File: src/rtl/if_pkg.sv
// Shared definitions for the instruction-fetch stage.
package if_pkg;

  localparam int unsigned INSTR_BYTES      = 4;
  localparam int unsigned XLEN_DEFAULT     = 32;
  localparam logic [31:0] RESET_PC_DEFAULT = 32'h0000_0000;

  typedef struct packed {
    logic [31:0] pc;
    logic [31:0] instr;
  } fetch_entry_t;

endpackage

File: src/rtl/if_prefetch_fifo.sv
// Synchronous FIFO of fetch entries with flush; pointers and count clear on async reset.
module fetch_fifo
  import if_pkg::*;
#(
  parameter int unsigned DEPTH = 4,
  parameter type entry_t = fetch_entry_t,
  localparam int unsigned CW = $clog2(DEPTH + 1),
  localparam int unsigned PW = $clog2(DEPTH)
) (
  input  logic          clk,
  input  logic          reset,
  input  logic          push,
  input  entry_t        wdata,
  input  logic          pop,
  input  logic          flush,
  output entry_t        rdata,
  output logic [CW-1:0] count
);

  entry_t        mem [DEPTH];
  logic [PW-1:0] rd_ptr_q, wr_ptr_q;
  logic [CW-1:0] count_q;

  always_ff @(posedge clk or posedge reset) begin
    if (reset) begin
      rd_ptr_q <= '0;
      wr_ptr_q <= '0;
      count_q  <= '0;
    end else if (flush) begin
      rd_ptr_q <= '0;
      wr_ptr_q <= '0;
      count_q  <= '0;
    end else begin
      if (push) wr_ptr_q <= wr_ptr_q + 1'b1;
      if (pop)  rd_ptr_q <= rd_ptr_q + 1'b1;
      count_q <= count_q + CW'(push) - CW'(pop);
    end
  end

  // Storage needs no reset; occupancy is tracked by the pointers.
  always_ff @(posedge clk) begin
    if (push && !flush) mem[wr_ptr_q] <= wdata;
  end

  assign rdata = mem[rd_ptr_q];
  assign count = count_q;

endmodule

File: src/rtl/if_prefetch_unit.sv
// Fetch stage: sequential address generation, in-order response buffering, redirect squash.
module if_prefetch_unit
  import if_pkg::*;
#(
  parameter int unsigned     XLEN     = XLEN_DEFAULT,
  parameter int unsigned     DEPTH    = 4,
  parameter logic [XLEN-1:0] RESET_PC = XLEN'(RESET_PC_DEFAULT)
) (
  input  logic            clk,
  input  logic            reset,
  input  logic            redirect_valid,
  input  logic [XLEN-1:0] redirect_pc,
  output logic            imem_req_valid,
  input  logic            imem_req_ready,
  output logic [XLEN-1:0] imem_req_addr,
  input  logic            imem_resp_valid,
  input  logic [XLEN-1:0] imem_resp_data,
  output logic            out_valid,
  input  logic            out_ready,
  output logic [XLEN-1:0] out_instr,
  output logic [XLEN-1:0] out_pc
);

  localparam int unsigned CW = $clog2(DEPTH + 1);
  localparam logic [XLEN-1:0] STEP = XLEN'(INSTR_BYTES);

  typedef struct packed {
    logic [XLEN-1:0] pc;
    logic [XLEN-1:0] instr;
  } entry_t;

  logic [XLEN-1:0] fetch_pc_q, fetch_pc_d, resp_pc_q, resp_pc_d;
  logic [CW-1:0]   outstanding_q, outstanding_d, discard_q, discard_d;
  logic [CW-1:0]   count;
  logic [CW:0]     in_use;
  logic [XLEN-1:0] target;
  logic            req_fire, resp_fire, push, pop;
  entry_t          head;

  assign in_use    = {1'b0, count} + {1'b0, outstanding_q};
  assign target    = redirect_pc & ~XLEN'(INSTR_BYTES - 1);
  // Reset gating keeps the request low while the counters are held clear.
  assign imem_req_valid = !reset && !redirect_valid && (in_use < (CW + 1)'(DEPTH));
  assign imem_req_addr  = fetch_pc_q;
  assign req_fire  = imem_req_valid && imem_req_ready;
  assign resp_fire = imem_resp_valid && (outstanding_q != '0);
  assign out_valid = (count != '0) && !redirect_valid;
  assign pop       = out_valid && out_ready;
  assign out_pc    = head.pc;
  assign out_instr = head.instr;

  always_comb begin
    fetch_pc_d    = fetch_pc_q;
    resp_pc_d     = resp_pc_q;
    outstanding_d = outstanding_q;
    discard_d     = discard_q;
    push          = 1'b0;
    if (redirect_valid) begin
      // Every request still in flight after this cycle belongs to the wrong path.
      fetch_pc_d    = target;
      resp_pc_d     = target;
      outstanding_d = outstanding_q - CW'(resp_fire);
      discard_d     = outstanding_q - CW'(resp_fire);
    end else begin
      if (req_fire) fetch_pc_d = fetch_pc_q + STEP;
      outstanding_d = outstanding_q + CW'(req_fire) - CW'(resp_fire);
      if (resp_fire) begin
        if (discard_q != '0) begin
          discard_d = discard_q - 1'b1;
        end else begin
          push      = 1'b1;
          resp_pc_d = resp_pc_q + STEP;
        end
      end
    end
  end

  always_ff @(posedge clk or posedge reset) begin
    if (reset) begin
      fetch_pc_q    <= RESET_PC;
      resp_pc_q     <= RESET_PC;
      outstanding_q <= '0;
      discard_q     <= '0;
    end else begin
      fetch_pc_q    <= fetch_pc_d;
      resp_pc_q     <= resp_pc_d;
      outstanding_q <= outstanding_d;
      discard_q     <= discard_d;
    end
  end

  fetch_fifo #(
    .DEPTH   (DEPTH),
    .entry_t (entry_t)
  ) u_fifo (
    .clk   (clk),
    .reset (reset),
    .push  (push),
    .wdata ('{pc: resp_pc_q, instr: imem_resp_data}),
    .pop   (pop),
    .flush (redirect_valid),
    .rdata (head),
    .count (count)
  );

endmodule
File: config.mk
export PLATFORM = sky130hd
export DESIGN_NAME = if_prefetch_unit
export DESIGN_NICKNAME = d
export VERILOG_FILES = /design/src/rtl/if_pkg.sv /design/src/rtl/if_prefetch_fifo.sv /design/src/rtl/if_prefetch_unit.sv
export SDC_FILE = /design/constraint.sdc
export NUM_CORES = 1
export LEC_CHECK = 0
export ABC_AREA = 1
export CORE_UTILIZATION = 60
export CTS_BUF_LIST = sky130_fd_sc_hd__clkbuf_4 sky130_fd_sc_hd__clkbuf_8 sky130_fd_sc_hd__clkbuf_16
export CTS_CLUSTER_SIZE = 10
export DETAILED_ROUTE_END_ITERATION = 10
export PLACE_DENSITY = 0.85
export SKIP_CTS_REPAIR_TIMING = 1
export SLEW_MARGIN = 10
export SYNTH_ARGS = -nofsm -noshare
export SYNTH_HDL_FRONTEND = slang
export SYNTH_SLANG_ARGS = --single-unit
File: constraint.sdc
create_clock -name clk -period 12.6 [get_ports clk]
set_input_delay 1.26 -clock clk [delete_from_list [all_inputs] [get_ports clk]]
set_output_delay 1.26 -clock clk [all_outputs]
set_load 0.02 [all_outputs]
==> results of run 1 <==
[registers in the layout, indices dropped and copies added (netlist names)]
register         flops
u_fifo.mem         248
imem_req_addr       30
resp_pc_q           30
discard_q            3
outstanding_q        3
u_fifo.count         3
u_fifo.rd_ptr_q      2
u_fifo.wr_ptr_q      2
[critical path, delay by kind of cell (launching register included)]
family,cells,cell delay (ns)
AOI/OAI and AO/OA,2,0.51
DFF,1,0.66
buffers and inverters,3,1.73
[cells in the final DEF, fill, tap and decap left out, drive strengths merged, types with 5 or more instances in the layout]
master,Yosys,layout
o21ai,159,159
a21oi,18,18
clkbuf,37,47
o211ai,12,12
nand3,62,62
dfrtp,73,73
nand4,10,10
clkdlybuf4s50,0,160
or2,5,5
inv,87,87
ha,16,16
xor2,22,22
nor2,222,222
nand2,265,265
nor3,8,8
o22ai,62,62
buf,24,11
a31oi,5,5
edfxtp,248,248
[worst paths after layout]
check	from	endpoint	slack, ns
worst max-delay path	u_fifo.rd_ptr_q[0]	out_pc[11]	7.81
worst min-delay path	discard_q[1]	discard_q[1]	0.57
worst max register to register	u_fifo.count[1]	outstanding_q[2]	9.61
worst min register to register	discard_q[1]	discard_q[1]	0.57
max in group asynchronous	reset	u_fifo.rd_ptr_q[0]	10.52
min in group asynchronous	reset	u_fifo.count[2]	1.38
[per-layer routing]
layer	up-vias	global-route usage	wire [um]
met5	-	0	0
met4	0	0.106	847
met3	83	0.0637	3310
met2	573	0.475	17000
met1	5182	0.364	13400
li1	4950	-	-
[where the power goes]
part           internal [mW]  switching [mW]  total [mW]
Clock                  0.572           0.385       0.957
Combinational          0.316           0.490       0.805
Sequential              1.24           0.106        1.34
[area by class of cell]
class                      count  area [um2]  area share
tap                          319         399      0.0232
sequential                   321        9280       0.540
clock buffer                  47        1040      0.0603
clock inverter                 4        23.8     0.00138
inverter                      88         335      0.0195
multi-input combinational    884        4430       0.258
timing repair buffer         171        1680      0.0979
[cell families (layout without fill, tap and decap cells)]
| family | Yosys count | count (layout) |
|---|---|---|
| AO/OA/AOI/OAI | 260 | 260 |
| XOR/XNOR | 26 | 26 |
| adder cells (fa/ha/maj) | 18 | 18 |
| buffers and inverters | 149 | 310 |
| flip-flops | 321 | 321 |
| other | 1 | 4 |
| AND/OR/NAND/NOR | 576 | 576 |
[through the flow]
| stage | instance area (um2) | worst slack (ns) | instances | hold WS (ns) |
|---|---|---|---|---|
| 2_1_floorplan | 14300 | 7.88 | 1354 | 0.496 |
| 3_3_place_gp | 16100 | 8.49 | 1783 | 0.539 |
| 3_5_place_dp | 16100 | 8.38 | 1783 | 0.563 |
| 4_1_cts | 17200 | 7.82 | 1834 | 0.590 |
| 5_1_grt | 17200 | 7.65 | 1834 | 0.611 |
| 6_report | 17200 | 7.81 | 1834 | 0.574 |
==> impl_metrics.toml, run 1 <==
[synth]
syn_area_mm2 = 0.0143
yosysWarnings = 0
synth-compound-area-share = 0.100
async_flop_share = 0.227
yosysUniqueCellTypes = 40
yosys_most_used_dff = "edfxtp_1"
ys_top_cells_by_count = "nand2_1, edfxtp_1, nor2_1, o21ai_0, inv_1"
synth_most_common_cell = "nand2_1"
synth-adder-area-share = 0.0168
synth_seq_area_share = 0.649
synth_xor_area_frac = 0.0159
synth_edf_count = 248
netlist.area_leader.share = 0.521
synth_area_leader_cell = "edfxtp_1"
synth_top_family_by_area = "simple AND/OR/NAND/NOR gates"
avgSynthCellArea_um2 = 10.6
netlist_top_cells_area = "edfxtp_1, dfrtp_1, nand2_1"
synthSimpleGateAreaFrac = 0.174
syn_inst = 1351
yosys_register_bits = 321
synthMuxAreaShare = 0

[detailed_routing]
vias_per_cell = 5.88
ant_nets = 0
drt_iter0_drc = 1233
wl_mm = 34.6
post-route-drc-count = 0
via_count = 10800
drt-pass1-iter-count = 5
wl_per_cell_um = 18.8

[power]
finalPower_mw = 3.10
ir_drop_mv = 0.115
power_density_mw_per_mm2 = 181
p_leak_nw = 6.44

[floorplanning]
fp.dieH_um = 156
core_mm2 = 0.0234
start_util = 0.611
core.rowCount = 56
dieArea_mm2 = 0.0244
io_pins = 168
die_w_um = 156

[clock_tree]
clkTransAtPathRegs_ns = 0.05
tritoncts = "done"
cts.sinks = 321
clk_latency_ns = 0.51
cts_max_path_buffers = 3
cts_max_level = 2
cts_root_buffer = "clkbuf_16"
cts-buffers-inserted = 38

[timing]
finalSetupTns_ns = 0
relSlewSlack = 0.235
hold_viol_final = 0
fin_crit_sh = 0.380
setup_violations = 0
fin_crit_ns = 4.79
rsz0062_at_grt = "false"
tightest_slew_ns = 1.15
fin_skew_ns = 0.0155
finalMaxSlewViolations = 0
max_freq_ghz = 0.209

[worst_setup_path]
path_cells = "clkinv_2 > buf_4 > o21ai_0 > o22ai_1 > clkdlybuf4s50_1"
crit_fanout = 115
critPathLaunchType = "flop"
cpPeakStageDelay_ns = 0.84
worstSetupEndpointType = "primary output"
crit_type = "flop to primary output"
slowest_stage = "buf_4"
cp.arrival_ns = 3.53
required_ns = 11.34
worst_r2r_path_depth = 13

[global_route]
grt_pass1_vias = 10400
grtUsageTotal = 0.284
grt_max_degree = 116
grt_first_pass_wirelength_mm = 53.4
antenna_found_initial = 0
overflow = 0

[layout]
fillCellCount = 1562
final_util = 0.734
fin_nets = 1592
drive_gt1_frac = 0.0739
area_delta_synth_final_pct = 20.3
insertedDiodeCount = 0

[placement]
port_buffers = 161
gp_congestion = 0.912
hpwlAfterDp_mm = 20.6

[job]
drv_cap = 0

[worst_hold_path]
hp-class = "flop to flop"
holdPathStages = 2

[run_status]
status = "complete, no violations"
Note: power is estimated with default switching activity, not from simulation.
==> inputs of run 2 (changes only) <==
- CORE_UTILIZATION: 60 -> 56
- PLACE_DENSITY: 0.85 -> 0.8
- clock period: 12.6 -> 4.7 ns (I/O delays scaled with it)
==> impl_metrics.toml, run 2 (synthesis results as in run 1) <==
[power]
switching_share = 0.312
power_frac_seq = 0.430
finalPower_mw = 8.37
p_leak_nw = 6.47
pwr-share-comb = 0.258
power_density_mw_per_mm2 = 485
p_clk_frac = 0.312
power.switching_mw = 2.61
ir_drop_mv = 0.306
p_int_mw = 5.76

[clock_tree]
cts.sinks = 321
clkTransAtPathRegs_ns = 0.05
cts-buffers-inserted = 38
tritoncts = "done"
cts_max_path_buffers = 3
cts_root_buffer = "clkbuf_16"
cts_max_level = 2
clk_latency_ns = 0.52

[detailed_routing]
vias_per_cell = 5.71
wl_per_cell_um = 17.9
wl_mm = 33.0
ant_nets = 0
drt_iter0_drc = 1073
post-route-drc-count = 0
drt-pass1-iter-count = 5
via_count = 10500

[worst_hold_path]
hp-class = "input port to asynchronous set/reset pin"

[global_route]
grt_max_degree = 85
overflow = 0
grtUsageTotal = 0.256
antenna_found_initial = 0
grt_pass1_vias = 10200
grt_first_pass_wirelength_mm = 52.4

[timing]
fin_crit_ns = 3.68
rsz0062_at_grt = "false"
fin_crit_sh = 0.782
finalMaxSlewViolations = 0
hold_viol_final = 0
max_freq_ghz = 0.272
tightest_slew_ns = 1.02
setup_violations = 0
finalSetupTns_ns = 0
relSlewSlack = 0.317
holdWs_ns = 0.437
fin_skew_ns = 0.0196

[worst_setup_path]
crit_fanout = 84
cpPeakStageDelay_ns = 0.71
path_buf_inv = 2
slowest_stage = "dfrtp_4"
path_cells = "buf_4 > o21ai_0 > o22ai_1 > clkdlybuf4s50_1"
critPathLaunchType = "flop"
crit_family = "buffers and inverters"
cp_num_cells = 4
crit_type = "flop to primary output"
required_ns = 4.23
worst_r2r_path_depth = 13
worstSetupEndpointType = "primary output"
cp.arrival_ns = 3.21

[layout]
final_common_cell = "nand2_1"
layout_common_cells = "nand2_1, edfxtp_1, nor2_1, clkdlybuf4s50_1, o21ai_0"
stdcell_count = 1847
fin_nets = 1595
final_util = 0.687
largest_reg_flops = 248
regMostFlops = "u_fifo.mem"
area_delta_synth_final_pct = 20.7
drive_gt1_frac = 0.0765
insertedDiodeCount = 0

[floorplanning]
dieArea_mm2 = 0.0262
die_w_um = 162
start_util = 0.569
io_pins = 168
core.rowCount = 58
core_mm2 = 0.0251
fp.dieH_um = 162

[run_status]
status = "complete, no violations"

[job]
drv_cap = 0

[placement]
gp_congestion = 0.927
hpwlAfterDp_mm = 20.5
post-place-cells = 1797
port_buffers = 161
-- run 2: cell types whose count changed in the layout (fill, tap and decap cells not counted), sizes merged --
cell | previous run | this run
clkinvlp | 1 | 0
buf | 11 | 14
clkinv | 4 | 3
bufinv | 0 | 1
-- run 2: metal layers --
metal  global-route usage  part of all wire
met1                0.341              0.41
met2                0.423              0.48
met4               0.0982             0.026
met5                    0                 0
met3               0.0449             0.091
-- run 2: area by class of cell --
| cell class | count | area (um2) |
|---|---|---|
| Multi-Input combinational cell | 884 | 4430 |
| Tap cell | 330 | 413 |
| Timing Repair Buffer | 174 | 1720 |
| Clock inverter | 3 | 43.8 |
| Inverter | 88 | 335 |
| Clock buffer | 47 | 1040 |
| Sequential cell | 321 | 9280 |
| Fill cell | 1755 | 7860 |
-- run 2: per-stage QoR --
stage	setup slack, ns	cell area, um2
after floorplan	0.580	14300
after global placement	1.43	16200
after detailed placement	1.36	16200
after CTS	1.03	17300
after global routing	0.903	17300
final	1.02	17300
-- run 2: worst paths after layout --
kind                                          from                 end  slack (ns)
max in group asynchronous                    reset       resp_pc_q[24]        3.21
worst min register to register  u_fifo.wr_ptr_q[0]  u_fifo.wr_ptr_q[0]        0.56
min in group clk                   redirect_pc[12]       resp_pc_q[12]        0.56
worst min-delay path                         reset        discard_q[2]        0.44
worst max-delay path            u_fifo.rd_ptr_q[0]          out_pc[11]        1.02
worst max register to register     u_fifo.count[1]    outstanding_q[2]        1.73
-- run 2: power groups by stage --
stage                     combinational (mW)  sequential [mW]  clock, mW
after floorplan                         1.30             3.58          0
after global placement                  2.08             3.63          0
after detailed placement                2.15             3.64          0
after CTS                               2.17             3.59       2.64
after global routing                    2.36             3.63       2.74
final                                   2.16             3.60       2.61
